## src/rtl/pod_stripe_sensor.sv

```systemverilog
// Optical tube-stripe sensor emulator: qualifies the kinematic model's position and
// pulses stripe_out per stripe crossed. Optional miss-fault injection via STRIPE_MISS_EN.
`timescale 1ns/1ps

module pod_stripe_sensor #(
  parameter logic [63:0] STRIPE_FIRST  = 64'd30480000000,
  parameter logic [63:0] STRIPE_PITCH  = 64'd30480000000,
  parameter logic [63:0] STRIPE_WIDTH  = 64'd101600000,
  parameter int unsigned STRIPE_COUNT  = 40,
  parameter int unsigned MIN_PULSE_CYC = 500
) (
  input  logic        clk_50Mhz,
  input  logic        rst_n,
  input  logic        running,
  input  logic [63:0] position,
`ifdef STRIPE_MISS_EN
  input  logic        miss_next,
`endif
  output logic        stripe_out,
  output logic [7:0]  stripe_count,
  output logic        past_end
);

  typedef enum logic [2:0] {
    IDLE,
    SEEK,
    ON,
    HOLD,
    DONE
  } state_e;

  localparam logic [15:0] PULSE_LAST = 16'(MIN_PULSE_CYC - 1);
  localparam logic [7:0]  COUNT_LAST = 8'(STRIPE_COUNT);

  state_e      state_q, state_d;
  logic [63:0] p0_q;
  logic [63:0] pos_s_q;
  logic [63:0] next_lo_q, next_lo_d;
  logic [63:0] next_hi;
  logic [15:0] pulse_cnt_q, pulse_cnt_d;
  logic [7:0]  count_q, count_d;
  logic        miss_q, miss_d;
  logic        miss_req;
  logic        hold_exit;

`ifdef STRIPE_MISS_EN
  assign miss_req = miss_next;
`else
  assign miss_req = 1'b0;
`endif

  // Position only counts once two consecutive samples agree, so a torn
  // cross-domain update can never trip a stripe threshold.
  always_ff @(posedge clk_50Mhz) begin
    if (!rst_n) begin
      p0_q    <= '0;
      pos_s_q <= '0;
    end else begin
      p0_q <= position;
      if (position == p0_q) begin
        pos_s_q <= p0_q;
      end
    end
  end

  assign next_hi   = next_lo_q + STRIPE_WIDTH;
  assign hold_exit = (state_q == HOLD) && (pulse_cnt_q >= PULSE_LAST);

  always_ff @(posedge clk_50Mhz) begin
    if (!rst_n) begin
      state_q     <= IDLE;
      next_lo_q   <= STRIPE_FIRST;
      pulse_cnt_q <= '0;
      count_q     <= '0;
      miss_q      <= 1'b0;
    end else begin
      state_q     <= state_d;
      next_lo_q   <= next_lo_d;
      pulse_cnt_q <= pulse_cnt_d;
      count_q     <= count_d;
      miss_q      <= miss_d;
    end
  end

  // A stripe that is jumped over entirely still goes SEEK -> ON -> HOLD, so
  // every stripe yields exactly one minimum-width pulse.
  always_comb begin
    state_d = state_q;
    if (running) begin
      unique case (state_q)
        IDLE: state_d = SEEK;
        SEEK: if (pos_s_q >= next_lo_q) state_d = ON;
        ON:   if (pos_s_q >= next_hi) state_d = HOLD;
        HOLD: begin
          if (hold_exit) begin
            state_d = ((count_q + 8'd1) == COUNT_LAST) ? DONE : SEEK;
          end
        end
        DONE:    state_d = DONE;
        default: state_d = IDLE;
      endcase
    end
  end

  always_comb begin
    pulse_cnt_d = pulse_cnt_q;
    count_d     = count_q;
    next_lo_d   = next_lo_q;
    miss_d      = miss_q;
    if (running && (state_q != IDLE)) begin
      if ((state_q == SEEK) && (state_d == ON)) begin
        pulse_cnt_d = '0;
      end else if (((state_q == ON) || (state_q == HOLD)) && (pulse_cnt_q != 16'hFFFF)) begin
        pulse_cnt_d = pulse_cnt_q + 16'd1;
      end
      if ((state_q == SEEK) && miss_req) begin
        miss_d = 1'b1;
      end
      if (hold_exit) begin
        count_d   = count_q + 8'd1;
        next_lo_d = next_lo_q + STRIPE_PITCH;
        miss_d    = 1'b0;
      end
    end
  end

  always_comb begin
    stripe_out   = ((state_q == ON) || (state_q == HOLD)) && !miss_q;
    past_end     = (state_q == DONE);
    stripe_count = count_q;
  end

endmodule

```

## config.mk

```make
export PLATFORM = sky130hd
export DESIGN_NAME = pod_stripe_sensor
export DESIGN_NICKNAME = d
export VERILOG_FILES = /design/src/rtl/pod_stripe_sensor.sv
export SDC_FILE = /design/constraint.sdc
export NUM_CORES = 1
export LEC_CHECK = 0
export CAP_MARGIN = 10
export CORE_ASPECT_RATIO = 0.75
export CORE_MARGIN = 2
export CORE_UTILIZATION = 65
export CTS_CLUSTER_DIAMETER = 30
export DETAILED_ROUTE_END_ITERATION = 16
export PLACE_DENSITY_LB_ADDON = 0.3
export SLEW_MARGIN = 5
export SYNTH_ARGS = -nofsm -noshare
export SYNTH_HDL_FRONTEND = slang
export SYNTH_SLANG_ARGS = --single-unit
```

## constraint.sdc

```tcl
create_clock -name clk_50Mhz -period 7.6 [get_ports clk_50Mhz]
set_clock_uncertainty 0.2 [all_clocks]
set_input_delay 2.28 -clock clk_50Mhz [delete_from_list [all_inputs] [get_ports clk_50Mhz]]
set_output_delay 2.28 -clock clk_50Mhz [all_outputs]
set_load 0.05 [all_outputs]
```

==> results.md, run 1 <==
* Status: finished, final reports clean
* WP data required at roughly 7.8 ns
* Wire per inst at 19.6 um
* First-pass GRT wire length at 52.4 mm
* Tot GR Track Use at 34.4%
* Switching power at around 0.67 mW
* Die Y at ~120 um
* Tightest slew margin relative to the limit at ~22%
* CP Depth at 16
* Mapped Nets at around 1500
* Endpoints failing hold at 0
* Worst Setup SP: next_lo_q[11]
* Worst path bufs/invs at 0
* Sequential area share after synthesis at 35.2%
* Warnings, synthesis at 0
* Family with the most delay on the worst path: simple AND/OR/NAND/NOR gates
* Worst flop-to-flop path startpoint: next_lo_q[11]
* Part of the power in registers at between 30% and 40%
* CP Class: register to register
* Power share of the clock group at slightly below 60%
* Tcrit/Tclk final at just under 70%
* R2R setup slack at ~2.3 ns
* DRT iter0 DRCs at about 880
* Clock Latency Late Sink at roughly 0.5 ns
* Crit-path slowest cell: or4_1
* CTS H-tree depth at 2
* Crit path to: state_q[0]
* CP arrival at roughly 5.5 ns
* Vias in the first global route at 9935
* 1st-pass router iterations at 5
* Via count at 10300
* R2R depth at 16
* # port buffers at 76
* Maximum VDD drop at 0.268 mV
* Die area at just under 20000 um^2
* Rows at 42
* Netlist cell types at 68
* Overflow after GRT at 0
* CTS tree: built
* Post-synth EDFFs at 0
* DRT antenna net count at 0
* Leak pwr at just under 6 nW
* Final number of max-transition violations at 0
* Hold slack final at about 0.31 ns
* Dpl hpwl at 23.4 mm
* Crit path capture type: register
* PostCTS Resize Cnt at 0
* Combinational share of power at about 4.6%
* Maxcap violations at 0
* Power Dens Cells at between 200 and 250 nW/um^2
* DRC viols at 0
* CTS Root Cell: clkbuf_16
* Setup violators final at 0
* Share of layout cells above drive strength 1 at 5.87%
* Most frequent cells in the layout: dfxtp_1 (209), xnor2_1 (159), nor2_1 (134), ha_1 (112), nand2_1 (88)
* Core ar. at 17800 um^2
* Ports at slightly below 80
* Minimum clock period at 5.26 ns
* Asr flop ratio synth at 0%
* Critical-path cell list: ha_1 > a21oi_1 > o21ai_1 > a211o_1 > nand4_1 > or4_1 > nor2_1 > xnor2_1 > ha_1 > nand4_1 > nor3_1 > and4_1 > nand2_1 > o2bb2ai_1 > a311oi_1 > nand2_1
* Commonest non-fill, non-tap cell in the layout: dfxtp_1
* Area grow syn2layout at 18.6%
* Fmax at around 0.19 GHz
* Drt total wl at approximately 33 mm
* Setup total negative slack at 0 ns
* FF-to-FF End: state_q[0]
* Worst path max stage delay at roughly 0.86 ns
* Clock transition at the registers of the reported paths at 0.05 ns
* Cell area after synthesis at between 10000 and 15000 um^2
* RSZ-0062 raised after global routing: false
* Cells after synthesis at about 1400
* Worst-margin pin slew at approximately 1.2 ns
* Yosys reg bits at about 210
* Initial antenna violation count at 2
* Starting density of the core at 66.9%
* Vias per cell at 6.10
* CP Launch Type: register
* # diodes at 0
* Die Span X at 160 um
* Ys flop type: dfxtp_1
* Placer Congestion at 0.947
* Avg Inst Size Synth at 8.76 um^2
* Pint at roughly 2.4 mW
* CTS Hold Bufs at 0
* Switching share of power at between 20% and 30%
* TritonCTS Sinks at 209
* Fin nets at 1604
* Post-CTS Setup Inserts at 0
* Worst Hold Class: register to register
* Clock Tree Buf Depth at 3
* Crit path max fanout at 11
* Largest net degree at the start of global routing at between 100 and 150
* CTS buffer count at 37
[worst min-delay path by stage]
| stage | from | endpoint | slack [ns] | cells after the start |
|---|---|---|---|---|
| after global placement | pos_s_q[1] | pos_s_q[1] | 0.28 | 2 |
| after global routing | p0_q[15] | pos_s_q[15] | 0.33 | 2 |
| after floorplan | pos_s_q[0] | pos_s_q[0] | 0.26 | 2 |
| after detailed placement | pos_s_q[0] | pos_s_q[0] | 0.29 | 2 |
| final | p0_q[8] | pos_s_q[8] | 0.31 | 2 |
| after CTS | pos_s_q[0] | pos_s_q[0] | 0.31 | 2 |
[metrics by stage]
stage               cells  utilization, %  area, um^2  setup slack, ns  power [mW]
CTS                  1691            79.3       14100             2.49        3.02
global route         1691            79.3       14100             2.09        3.09
global placement     1628            72.0       12800             2.25        1.28
floorplan            1357               -       11900             3.53        1.21
finish               1691            79.3       14100             2.34        3.02
detailed placement   1628            72.0       12800             2.04        1.29
[layout make-up]
type	instances	area, um^2
flip-flops and latches	209	4180
clock buffers	39	933
clock inverters	24	370
multi-input cells	1027	7230
repair buffers	84	816
fillers	1236	3670
inverters	66	249
well taps	242	303
[sequential cells by signal, indices dropped and copies added (netlist names)]
name / count
pos_s_q: 64
state_q: 3
stripe_count: 8
p0_q: 64
next_lo_q: 54
pulse_cnt_q: 16
[layer usage]
layer  GRT usage, %  vias up  routed length (um)
li1               -     4899                   -
met1           47.4     4854               14600
met2           51.9      505               14000
met3           10.5       61                3650
met4           10.5        4                 791
met5              0        -                  27
[synthesized netlist by cell type (all sizes together), types with 3 or more instances]
library cell | n | share of area, %
a221oi | 3 | 0.22
and2 | 69 | 3.6
dfxtp | 209 | 35
nor3 | 39 | 1.6
inv | 65 | 2.1
and4 | 6 | 0.44
or2 | 3 | 0.18
nor2b | 3 | 0.16
nand2 | 88 | 2.8
nand4 | 62 | 3.3
o211ai | 8 | 0.51
a21oi | 59 | 2.5
o311ai | 3 | 0.22
or3 | 16 | 0.91
o21ai | 35 | 1.5
nand3 | 43 | 1.8
and3 | 9 | 0.47
o21a | 4 | 0.25
clkbuf | 43 | 1.4
o21bai | 3 | 0.19
xnor2 | 159 | 12
mux2i | 65 | 5.5
xor2 | 9 | 0.66
buf | 12 | 0.47
nor2 | 136 | 4.3
a41oi | 7 | 0.52
o31ai | 7 | 0.44
ha | 112 | 12
a31oi | 4 | 0.21
nor4 | 24 | 1.3
a21o | 17 | 1.1
or4 | 7 | 0.47
a211o | 3 | 0.22
[worst min-delay path: cells and delay by family, from the launching register on]
| kind | cells | cell delay [ns] |
|---|---|---|
| DFF | 1 | 0.34 |
| muxes | 1 | 0.07 |
| and+or+nand+nor | 1 | 0.07 |
[power by group through the flow]
stage	Sequential (mW)	Combinational, mW	Clock [mW]
2_1_floorplan	1.15	0.0640	0
3_3_place_gp	1.15	0.131	0
3_5_place_dp	1.15	0.133	0
4_1_cts	1.13	0.135	1.76
5_1_grt	1.13	0.146	1.81
6_report	1.13	0.139	1.75
[cell families (layout without fill, tap and decap cells)]
logic type,Yosys count,after routing,synth area share (%)
AO/OA/AOI/OAI,168,168,9.08
XOR/XNOR,168,168,12.4
adder cells (fa/ha/maj),112,112,11.8
buffers and inverters,121,213,3.93
flip-flops,209,209,35.2
multiplexers,65,65,5.48
AND/OR/NAND/NOR,514,514,22.1
(Power assumes the default switching activity.)
==> run 2, diff against run 1 <==
Settings changed: CORE_UTILIZATION 65 to 54.
Clock period 7.6 ns to 4.5 ns, I/O delays scaled along.
==> results.md, run 2 (synthesized netlist as in run 1, its figures left out) <==
* CTS buffer count at 38 (was 37)
* CTS Root Cell: clkbuf_16 (unchanged)
* Fmax at 0.236 GHz (was 0.190 GHz)
* Worst path max stage delay at 0.63 ns (was 0.86 ns)
* Clock transition at the registers of the reported paths at 0.05 ns (about the same)
* Starting density of the core at 55.6% (was 66.9%)
* Power Dens Cells at 340 nW/um^2 (was 215 nW/um^2)
* Final number of max-transition violations at 0 (unchanged)
* 1st-pass router iterations at 8 (was 5)
* Family with the most delay on the worst path: simple AND/OR/NAND/NOR gates (unchanged)
* Worst-margin pin slew at 0.953 ns (was 1.15 ns)
* Wire per inst at 19.0 um (was 19.6 um)
* CTS H-tree depth at 2 (unchanged)
* Placer Congestion at 0.970 (was 0.947)
* Setup violators final at 0 (unchanged)
* Initial antenna violation count at 2 (unchanged)
* Final std cell area, no fill at 14200 um^2 (was 14100 um^2)
* Ports at 77 (unchanged)
* Endpoints failing hold at 0 (unchanged)
* CP Class: register to register (unchanged)
* First-pass GRT wire length at 52.8 mm (was 52.4 mm)
* Top flop regs: p0_q x64, pos_s_q x64, next_lo_q x54 (unchanged)
* Dpl hpwl at 24.8 mm (was 23.4 mm)
* Vias in the first global route at 9715 (was 9935)
* Cells after DPL at 1685 (was 1628)
* Tightest slew margin relative to the limit at 36.3% (was 22.1%)
* Largest net degree at the start of global routing at 55 (was 102)
* Area grow syn2layout at 19.2% (was 18.6%)
* Maxcap violations at 0 (unchanged)
* Worst Hold Class: register to register (unchanged)
* Tcrit/Tclk final at 94.1% (was 69.2%)
* DRT antenna net count at 0 (unchanged)
* Maximum VDD drop at 0.241 mV (was 0.268 mV)
* Commonest non-fill, non-tap cell in the layout: dfxtp_1 (unchanged)
* WP data required at 4.75 ns (was 7.84 ns)
* RSZ-0062 raised after global routing: false (unchanged)
* DRT iter0 DRCs at 1009 (was 883)
* Overflow after GRT at 0 (unchanged)
* Dpl ws at 0.151 ns (was 2.04 ns)
* Fin nets at 1618 (was 1604)
* Critical-path cell list: ha_1 > a21oi_1 > o21ai_2 > a211o_1 > nand4_1 > or4_4 > nor2_1 > xnor2_1 > ha_1 > nand4_1 > nor3_1 > and4_1 > nand2_1 > o2bb2ai_1 > a311oi_1 > nand2_1 (was ha_1 > a21oi_1 > o21ai_1 > a211o_1 > nand4_1 > or4_1 > nor2_1 > xnor2_1 > ha_1 > nand4_1 > nor3_1 > and4_1 > nand2_1 > o2bb2ai_1 > a311oi_1 > nand2_1)
* CP Launch Type: register (unchanged)
* Crit path max fanout at 5 (was 11)
* Clock Latency Late Sink at 0.52 ns (was 0.50 ns)
* Worst path bufs/invs at 0 (unchanged)
* TritonCTS Sinks at 209 (unchanged)
* Vias per cell at 5.85 (was 6.10)
* Core ar. at 21400 um^2 (was 17800 um^2)
* Via count at 10300 (about the same)
* CTS Hold Bufs at 0 (unchanged)
* Rows at 46 (was 42)
* CP arrival at 4.48 ns (was 5.50 ns)
* Tot GR Track Use at 28.7% (was 34.4%)
* Minimum clock period at 4.23 ns (was 5.26 ns)
* Setup total negative slack at 0 ns (unchanged)
* Drt total wl at 33.3 mm (was 33.1 mm)
* Post-layout util at 66.3% (was 79.3%)
* Crit path capture type: register (unchanged)
* Status: finished, final reports clean (unchanged)
* Die Span X at 175 um (was 160 um)
* # port buffers at 76 (unchanged)
* Share of layout cells above drive strength 1 at 6.82% (was 5.87%)
* Leak pwr at 5.95 nW (was 5.94 nW)
* Clock Tree Buf Depth at 3 (unchanged)
* Die area at 23200 um^2 (was 19400 um^2)
* Final worst slack at 0.267 ns (was 2.34 ns)
* Die Y at 132 um (was 121 um)
* CTS tree: built (unchanged)
* DRC viols at 0 (unchanged)
* Placed cell areas at 12900 um^2 (was 12800 um^2)
* Finished Layout Cells at 1756 (was 1691)
* Most frequent cells in the layout: dfxtp_1 (209), xnor2_1 (159), nor2_1 (134), ha_1 (112), nand2_1 (88) (unchanged)
* Crit-path slowest cell: or4_4 (was or4_1)
[run 2: cell count changes in the layout (fill, tap and decap cells not counted), moves of 2 or more]
| cell | before | now |
|---|---|---|
| bufinv_16 | 8 | 1 |
| clkinvlp_4 | 1 | 5 |
| clkbuf_1 | 2 | 9 |
| clkbuf_16 | 37 | 39 |
| clkinv_4 | 5 | 7 |
| buf_4 | 8 | 21 |
| clkinv_2 | 6 | 4 |
[run 2: path summary, 6_finish.rpt]
check,from,end,slack (ns),cells past startpoint
setup / recovery,next_lo_q[12],state_q[0],0.27,16
hold / removal,pos_s_q[7],pos_s_q[7],0.31,2
setup reg to reg,next_lo_q[12],state_q[0],0.27,16
hold reg to reg,pos_s_q[7],pos_s_q[7],0.31,2
[run 2: cell type report]
type,count,area (um^2)
multi-input combinational,1027,7260
fill,1715,7190
sequential,209,4180
clock buffer,49,1020
timing repair buffer,97,913
tap,288,360
inverter,66,249
clock inverter,19,170
antenna,1,2.50
[run 2: stage by stage]
step / hold slack [ns] / total power, mW
6_report: 0.309 / 4.82
3_5_place_dp: 0.294 / 2.18
4_1_cts: 0.308 / 4.83
3_3_place_gp: 0.280 / 2.18
5_1_grt: 0.322 / 4.94
2_1_floorplan: 0.265 / 2.05
[run 2: metal layers]
| layer | up-vias | global-route usage, % | part of all wire (%) |
|---|---|---|---|
| li1 | 4924 | - | - |
| met1 | 4867 | 42.3 | 47 |
| met2 | 424 | 39.9 | 40 |
| met3 | 60 | 8.79 | 11 |
| met4 | 0 | 8.24 | 2.1 |
| met5 | - | 0 | 0 |
[run 2: worst register-to-register path, delay by kind of cell (launching register included)]
| family | cells | cell delay [ns] |
|---|---|---|
| AO/OA/AOI/OAI | 5 | 1.01 |
| XOR/XNOR | 1 | 0.10 |
| adder cells (fa/ha/maj) | 2 | 0.59 |
| flip-flops | 1 | 0.39 |
| AND/OR/NAND/NOR | 8 | 1.87 |
[run 2: what timing repair did]
action                                  in CTS  in global routing
endpoints found under the setup margin       0                  1
resized for setup                            0                  5
setup buffers                                0                  2
[run 2: power by group]
group | internal [mW] | leakage [nW] | switching, mW
combinational | 0.115 | 3.69 | 0.123
sequential | 1.89 | 1.70 | 0.0269
clock | 1.68 | 0.567 | 0.986
==> run 3, diff against run 2 <==
--- a/constraint.sdc
+++ b/constraint.sdc
@@ -4,2 +4,2 @@
 set_output_delay 1.35 -clock clk_50Mhz [all_outputs]
-set_load 0.05 [all_outputs]
+set_load 0.02 [all_outputs]
==> results of run 3 <==
No change in the layout: final DEF, timing and power equal those of run 2.
